File: config.mk
export PLATFORM = sky130hd
export DESIGN_NAME = updown_mod_counter
export DESIGN_NICKNAME = d
export VERILOG_FILES = /design/src/rtl/updown_mod_counter_pkg.sv /design/src/rtl/updown_mod_counter_tick_gen.sv /design/src/rtl/updown_mod_counter.sv
export SDC_FILE = /design/constraint.sdc
export NUM_CORES = 1
export LEC_CHECK = 0
export BUFFER_PORTS_ARGS = -buffer_cell sky130_fd_sc_hd__buf_4
export CELL_PAD_IN_SITES_DETAIL_PLACEMENT = 1
export CELL_PAD_IN_SITES_GLOBAL_PLACEMENT = 2
export CORE_ASPECT_RATIO = 1.25
export CORE_MARGIN = 2
export CORE_UTILIZATION = 28
export DETAILED_ROUTE_END_ITERATION = 10
export GPL_ROUTABILITY_DRIVEN = 0
export PLACE_DENSITY = 0.79
export SYNTH_ARGS = -nofsm -noshare
export SYNTH_HDL_FRONTEND = slang
export SYNTH_HIERARCHICAL = 1
export SYNTH_SLANG_ARGS = --single-unit
File: constraint.sdc
create_clock -name clk -period 2.57 [get_ports clk]
set_input_delay 0.257 -clock clk [delete_from_list [all_inputs] [get_ports clk]]
set_output_delay 0.257 -clock clk [all_outputs]
set_load 0.02 [all_outputs]
File: src/rtl/updown_mod_counter_pkg.sv
// -----------------------------------------------------------------------------
// counter_pkg
//
// Shared types and helpers for the up/down modulo counter slice.
//
// Contents:
//   dir_t     - count direction encoding seen on the top-level 'dir' pin
//   ps_width  - bit width needed to hold a prescaler value 0..PRESCALE-1,
//               never less than one bit so a PRESCALE of 1 still has a
//               (constant-zero) register to reason about
// -----------------------------------------------------------------------------
package counter_pkg;

   typedef enum logic {
      DIR_DOWN = 1'b0,
      DIR_UP   = 1'b1
   } dir_t;

   // Width of the prescaler phase register for a given prescale ratio.
   function automatic int ps_width(input int prescale);
      int w;
      w = $clog2(prescale);
      if (w < 1) begin
         ps_width = 1;
      end else begin
         ps_width = w;
      end
   endfunction

endpackage : counter_pkg

File: src/rtl/updown_mod_counter_tick_gen.sv
// -----------------------------------------------------------------------------
// tick_gen
//
// Prescaler for the up/down counter. Produces a clock-enable strobe instead of
// a derived clock so the whole counter stays in one clock domain.
//
// The phase register runs 0..PRESCALE-1 and only advances on enabled cycles.
// 'tick' is decoded combinationally from the phase: it is high while the
// phase sits at PRESCALE-1, and the phase returns to 0 on the enabled cycle
// that consumes that tick. With enable low the phase (and hence tick) freezes.
// For PRESCALE = 1 the phase is permanently 0 and tick is permanently 1.
//
// Parameters:
//   PRESCALE  enabled clocks per tick (>= 1)
//
// Ports:
//   clk     in  1  clock, rising edge
//   reset   in  1  synchronous active-high reset, phase -> 0
//   enable  in  1  advances the phase when high
//   clear   in  1  synchronous phase restart (driven by a parallel load)
//   tick    out 1  terminal-count strobe, combinational from the phase
// -----------------------------------------------------------------------------
module tick_gen
   import counter_pkg::*;
#(
   parameter int PRESCALE = 1
) (
   input  logic clk,
   input  logic reset,
   input  logic enable,
   input  logic clear,
   output logic tick
);

   localparam int              PS_W    = ps_width(PRESCALE);
   localparam logic [PS_W-1:0] PS_LAST = PS_W'(PRESCALE - 1);
   localparam logic [PS_W-1:0] PS_ZERO = {PS_W{1'b0}};
   localparam logic [PS_W-1:0] PS_ONE  = PS_W'(1);

   logic [PS_W-1:0] ps_r;
   logic [PS_W-1:0] ps_next_s;
   logic            tick_s;

   // Terminal-count decode of the current phase.
   always_comb begin
      tick_s = (ps_r == PS_LAST);
   end

   // Next phase: clear beats counting; a frozen phase simply holds.
   always_comb begin
      ps_next_s = ps_r;
      if (clear) begin
         ps_next_s = PS_ZERO;
      end else if (enable) begin
         if (tick_s) begin
            ps_next_s = PS_ZERO;
         end else begin
            ps_next_s = ps_r + PS_ONE;
         end
      end else begin
         ps_next_s = ps_r;
      end
   end

   // Phase register with synchronous reset.
   always_ff @(posedge clk) begin
      if (reset) begin
         ps_r <= PS_ZERO;
      end else begin
         ps_r <= ps_next_s;
      end
   end

   assign tick = tick_s;

endmodule : tick_gen

File: src/rtl/updown_mod_counter.sv
// -----------------------------------------------------------------------------
// updown_mod_counter
//
// Parametrised synchronous modulo counter with up/down count, parallel load
// and a one-cycle wrap flag. A built-in prescaler (tick_gen) supplies the
// clock-enable strobe that paces counting, so no derived clocks are needed.
// Intended to sit between board switches/keys and display logic.
//
// Build option:
//   COUNTER_SAT_EN  when defined, counting saturates at the range bounds
//                   (up holds at MODULUS-1, down holds at 0) and 'wrap'
//                   pulses for each step blocked at a bound. When undefined
//                   the counter wraps modulo MODULUS. Load, prescaler and
//                   reset behave identically in both builds.
//
// Parameters:
//   WIDTH     count register width in bits
//   MODULUS   count range 0..MODULUS-1, 2 <= MODULUS <= 2**WIDTH
//   PRESCALE  enabled clocks per count step (>= 1)
//
// Ports:
//   clk         in  1      clock, all state changes on the rising edge
//   reset       in  1      synchronous active-high reset, highest priority
//   enable      in  1      gates prescaler advance and counting
//   dir         in  1      1 = count up, 0 = count down
//   load        in  1      parallel load request (beats counting)
//   load_value  in  WIDTH  value to load, clamped to MODULUS-1
//   count       out WIDTH  current count, registered
//   wrap        out 1      registered one-cycle pulse after a wrapping
//                          (or, saturating build, a blocked) step
//   tick        out 1      prescaler terminal-count strobe, combinational
// -----------------------------------------------------------------------------
module updown_mod_counter
   import counter_pkg::*;
#(
   parameter int WIDTH    = 4,
   parameter int MODULUS  = 16,
   parameter int PRESCALE = 1
) (
   input  logic             clk,
   input  logic             reset,
   input  logic             enable,
   input  logic             dir,
   input  logic             load,
   input  logic [WIDTH-1:0] load_value,
   output logic [WIDTH-1:0] count,
   output logic             wrap,
   output logic             tick
);

   // Count arithmetic runs one bit wider than the register so that
   // MODULUS-1 and count+1 are representable even when MODULUS == 2**WIDTH.
   localparam int            XW       = WIDTH + 1;
   localparam logic [XW-1:0] MOD_LAST = XW'(MODULUS - 1);
   localparam logic [XW-1:0] X_ZERO   = {XW{1'b0}};
   localparam logic [XW-1:0] X_ONE    = XW'(1);

   // Reject parameter sets that would give a meaningless range.
   generate
      if ((MODULUS < 2) || (MODULUS > (1 << WIDTH)) || (PRESCALE < 1)) begin : g_bad_params
         $error("updown_mod_counter: need 2 <= MODULUS <= 2**WIDTH and PRESCALE >= 1");
      end
   endgenerate

   logic [WIDTH-1:0] count_r;
   logic             wrap_r;
   logic             tick_s;
   logic             step_s;
   dir_t             dir_s;

   logic [XW-1:0]    cur_x_s;
   logic [XW-1:0]    up_x_s;
   logic [XW-1:0]    down_x_s;
   logic [XW-1:0]    load_x_s;
   logic [XW-1:0]    load_clamp_x_s;
   logic [XW-1:0]    next_x_s;
   logic             at_top_s;
   logic             at_bottom_s;
   logic             wrap_next_s;
   logic [WIDTH-1:0] count_next_s;

   // Prescaler; a load restarts its phase so the loaded value is held for a
   // full prescale period before the next step.
   tick_gen #(
      .PRESCALE (PRESCALE)
   ) u_tick_gen (
      .clk    (clk),
      .reset  (reset),
      .enable (enable),
      .clear  (load),
      .tick   (tick_s)
   );

   assign dir_s = dir_t'(dir);

   // Step qualification and widened operands for the next-count logic.
   always_comb begin
      step_s      = enable & tick_s & ~load;
      cur_x_s     = {1'b0, count_r};
      up_x_s      = cur_x_s + X_ONE;
      down_x_s    = cur_x_s - X_ONE;
      at_top_s    = (cur_x_s == MOD_LAST);
      at_bottom_s = (cur_x_s == X_ZERO);
      load_x_s    = {1'b0, load_value};
   end

   // Out-of-range load values are pinned to the top of the range.
   always_comb begin
      if (load_x_s > MOD_LAST) begin
         load_clamp_x_s = MOD_LAST;
      end else begin
         load_clamp_x_s = load_x_s;
      end
   end

   // Next count and wrap: load beats step beats hold.
   always_comb begin
      next_x_s    = cur_x_s;
      wrap_next_s = 1'b0;
      if (load) begin
         next_x_s    = load_clamp_x_s;
         wrap_next_s = 1'b0;
      end else if (step_s) begin
         case (dir_s)
            DIR_UP: begin
               if (at_top_s) begin
`ifdef COUNTER_SAT_EN
                  next_x_s = cur_x_s;
`else
                  next_x_s = X_ZERO;
`endif
                  wrap_next_s = 1'b1;
               end else begin
                  next_x_s    = up_x_s;
                  wrap_next_s = 1'b0;
               end
            end
            DIR_DOWN: begin
               if (at_bottom_s) begin
`ifdef COUNTER_SAT_EN
                  next_x_s = cur_x_s;
`else
                  next_x_s = MOD_LAST;
`endif
                  wrap_next_s = 1'b1;
               end else begin
                  next_x_s    = down_x_s;
                  wrap_next_s = 1'b0;
               end
            end
            default: begin
               next_x_s    = cur_x_s;
               wrap_next_s = 1'b0;
            end
         endcase
      end else begin
         next_x_s    = cur_x_s;
         wrap_next_s = 1'b0;
      end
   end

   // Defensive range guard: a next value outside 0..MODULUS-1 cannot arise
   // from the logic above, but if it ever did the counter recovers to 0.
   always_comb begin
      if (next_x_s > MOD_LAST) begin
         count_next_s = {WIDTH{1'b0}};
      end else begin
         count_next_s = next_x_s[WIDTH-1:0];
      end
   end

   // Count and wrap registers; reset wins over any load or step in flight.
   always_ff @(posedge clk) begin
      if (reset) begin
         count_r <= {WIDTH{1'b0}};
         wrap_r  <= 1'b0;
      end else begin
         count_r <= count_next_s;
         wrap_r  <= wrap_next_s;
      end
   end

   assign count = count_r;
   assign wrap  = wrap_r;
   assign tick  = tick_s;

endmodule : updown_mod_counter

==> results.cfg <==
[critical_path]
reg2reg_to = count[2]
cp_cell_sequence = inv_1 > ha_1 > mux2i_1 > o21ai_1 > a221oi_1 > nor3_1
r2r_setup_slack_ns = 0.99
r2r-start = count[0]
endpoint_kind = flop
cp_slowest_cell = dfxtp_1
r2r_cells = 6
cp_data_arrival_time_ns = 1.71
path_buf_inv = 1
cp-start-kind = flop
cpLargestDelayFamily = flip-flops
worstPathRequired_ns = 2.70
timing_worst_setup_path_type = flop to flop
cpPeakStageDelay_ns = 0.48
cp_max_fo = 9

[run]
maxCapViolCount = 0

[placed_design]
portBuffers = 13
placed_cells = 87
pre_cts_slack_ns = 1.01
dp_hpwl_um = 934

[cts]
cts_tree = built
cts_setup_buffers = 0
clock_latency_ns = 0.24
clockBufferDepth = 2
cts_buffers = 3
clkSlewWorstSetupHoldPaths_ns = 0.05
clock-sinks = 5
root_buffer = clkbuf_4
post_cts_resized = 0
h-tree-depth = 1
cts_hold_buf = 0

[drt]
remaining_drc_errors = 0
avgViaCountPerCell = 5.18
first_pass_iters = 6
ant_nets = 0
routed_wirelength_um = 1200
wl_per_cell_um = 13.2
drt_iter0_drc = 3
num_vias = 471

[pwr]
ir_worst_vdd_uv = 173
p_leak_nw = 0.254
power-per-cell-area_nw_per_um2 = 472
power_w = 0.000272

[min_path]
hp-start = reset
min_path_type = input pin to flop
hold_end = count[2]
min_path_cells = 2

[cells_and_area]
instances_no_fill = 91
n_antenna_cell = 0
n_fill_cell = 203
area_growth_pct = 22.0
nNetsFinal = 86
drive_gt1_share_pct = 28.8

[grt]
gr-total-overflow = 0
grt_usage_pct = 14.5
grt_start_max_net_pins = 14
grt_pass1_wl_um = 2010
grt_pass1_vias = 450
antenna_found_initial = 0

[floorplan]
start_util_pct = 29.9
dieWidth_um = 40.8
io_pins = 15
core_um2 = 1580
die_area_um2 = 2040
num_rows = 16
die_y_um = 50.0

[synthesis]
synthArstFlopShare_pct = 0
synth_warnings = 6
syn_nets = 73
synth_ff_type = dfxtp_1
synth_area_um2 = 473
synth-seq-area-share_pct = 21.2
synthCells = 61
syn_area_per_cell_um2 = 7.75
synth-edff-count = 0
synth.distinct_cells = 29
synth_seq_cells = 5

[sta]
period_needed_ns = 1.58
hold_viol = 0
drv_slew = 0
tns_ns = 0
fin_ws_ns = 0.991
rsz0062_at_grt = no
fin_hold_ws_ns = 0.228
fin_worst_skew_ns = 0.00253
fin_crit_sh_pct = 61.4
finalSetupViolCount = 0
max_freq_ghz = 0.633

[status]
outcome = complete, no violations
-- power breakdown --
group	total [W]	switching, W	internal [W]
Sequential	0.0000965	0.0000136	0.0000828
Combinational	0.0000809	0.0000426	0.0000383
Clock	0.0000949	0.0000360	0.0000590
-- metrics by stage --
step	utilization (%)	instance area, um^2
6_report	36.5	577
3_5_place_dp	34.8	551
4_1_cts	36.5	577
2_1_floorplan	-	473
5_1_grt	36.5	577
3_3_place_gp	34.8	551
-- Yosys cell counts, types with 2 or more instances --
cell | number | area share [%]
a21oi_1 | 10 | 11
a21o_1 | 2 | 3.2
o21ai_0 | 2 | 2.1
dfxtp_1 | 5 | 21
o21ai_1 | 2 | 2.1
nor2_1 | 3 | 2.4
nand2_1 | 3 | 2.4
buf_4 | 2 | 3.2
nor3_1 | 4 | 4.2
ha_1 | 3 | 7.9
a31oi_1 | 2 | 2.6
inv_1 | 5 | 4.0
buf_6 | 2 | 4.8
-- how the worst max path moves through the flow --
stage | depth (start not counted) | slack [ns] | to | start
2_1_floorplan | 6 | 1.06 | count[2] | count[0]
3_3_place_gp | 6 | 1.02 | count[2] | count[0]
3_5_place_dp | 6 | 1.01 | count[2] | count[0]
4_1_cts | 6 | 0.99 | count[2] | count[0]
5_1_grt | 6 | 0.84 | count[2] | count[0]
6_report | 6 | 0.99 | count[2] | count[0]
-- sequential cells by signal, indices dropped and copies added (netlist names) --
signal	count
count	4
wrap	1
-- routing by layer --
metal / part of all wire [%] / vias up / track usage, %
li1: - / 245 / -
met1: 47 / 212 / 19.0
met2: 49 / 12 / 20.4
met3: 2.8 / 2 / 4.05
met4: 0.58 / 0 / 8.33
met5: 0 / - / 0
-- layout by cell type (no fill, tap or decap) --
cell,Yosys,routed
nor4b_2,1,1
nand2b_1,1,1
nor3_1,4,4
a211oi_1,1,1
clkbuf_1,0,1
o41ai_2,1,1
a221oi_2,1,1
a21oi_1,10,10
inv_1,5,5
a221oi_1,1,1
nor2b_1,1,1
clkbuf_4,0,3
a21o_1,2,2
nor2_1,3,3
o21ai_1,2,2
and3_1,1,1
a31oi_1,2,2
nor4_1,1,1
nand3_1,1,1
o32ai_1,1,1
o21ba_2,1,1
conb_1,1,1
or2_4,1,1
ha_1,3,3
nand2_1,3,3
buf_4,2,13
o21ai_0,2,2
mux2i_1,1,1
dfxtp_1,5,5
-- cells by family (layout without fill, tap and decap cells) --
logic type                 Yosys count  in the layout  share of synthesized area [%]
AOI/OAI and AO/OA                   24             24                           34.7
and+or+nand+nor                     17             17                           20.4
buffers and inverters               10             22                           13.0
DFF                                  5              5                           21.2
adders and majority gates            3              3                           7.94
other                                1              1                          0.793
muxes                                1              1                           2.12
-- layout make-up --
| type | instances | area [um^2] | area share, % |
|---|---|---|---|
| Multi-Input combinational cell | 46 | 312 | 54.0 |
| Sequential cell | 5 | 100 | 17.4 |
| Timing Repair Buffer | 13 | 97.6 | 16.9 |
| Clock buffer | 4 | 26.3 | 4.56 |
| Tap cell | 18 | 22.5 | 3.90 |
| Inverter | 5 | 18.8 | 3.25 |
Note: power is estimated with default switching activity, not from simulation.
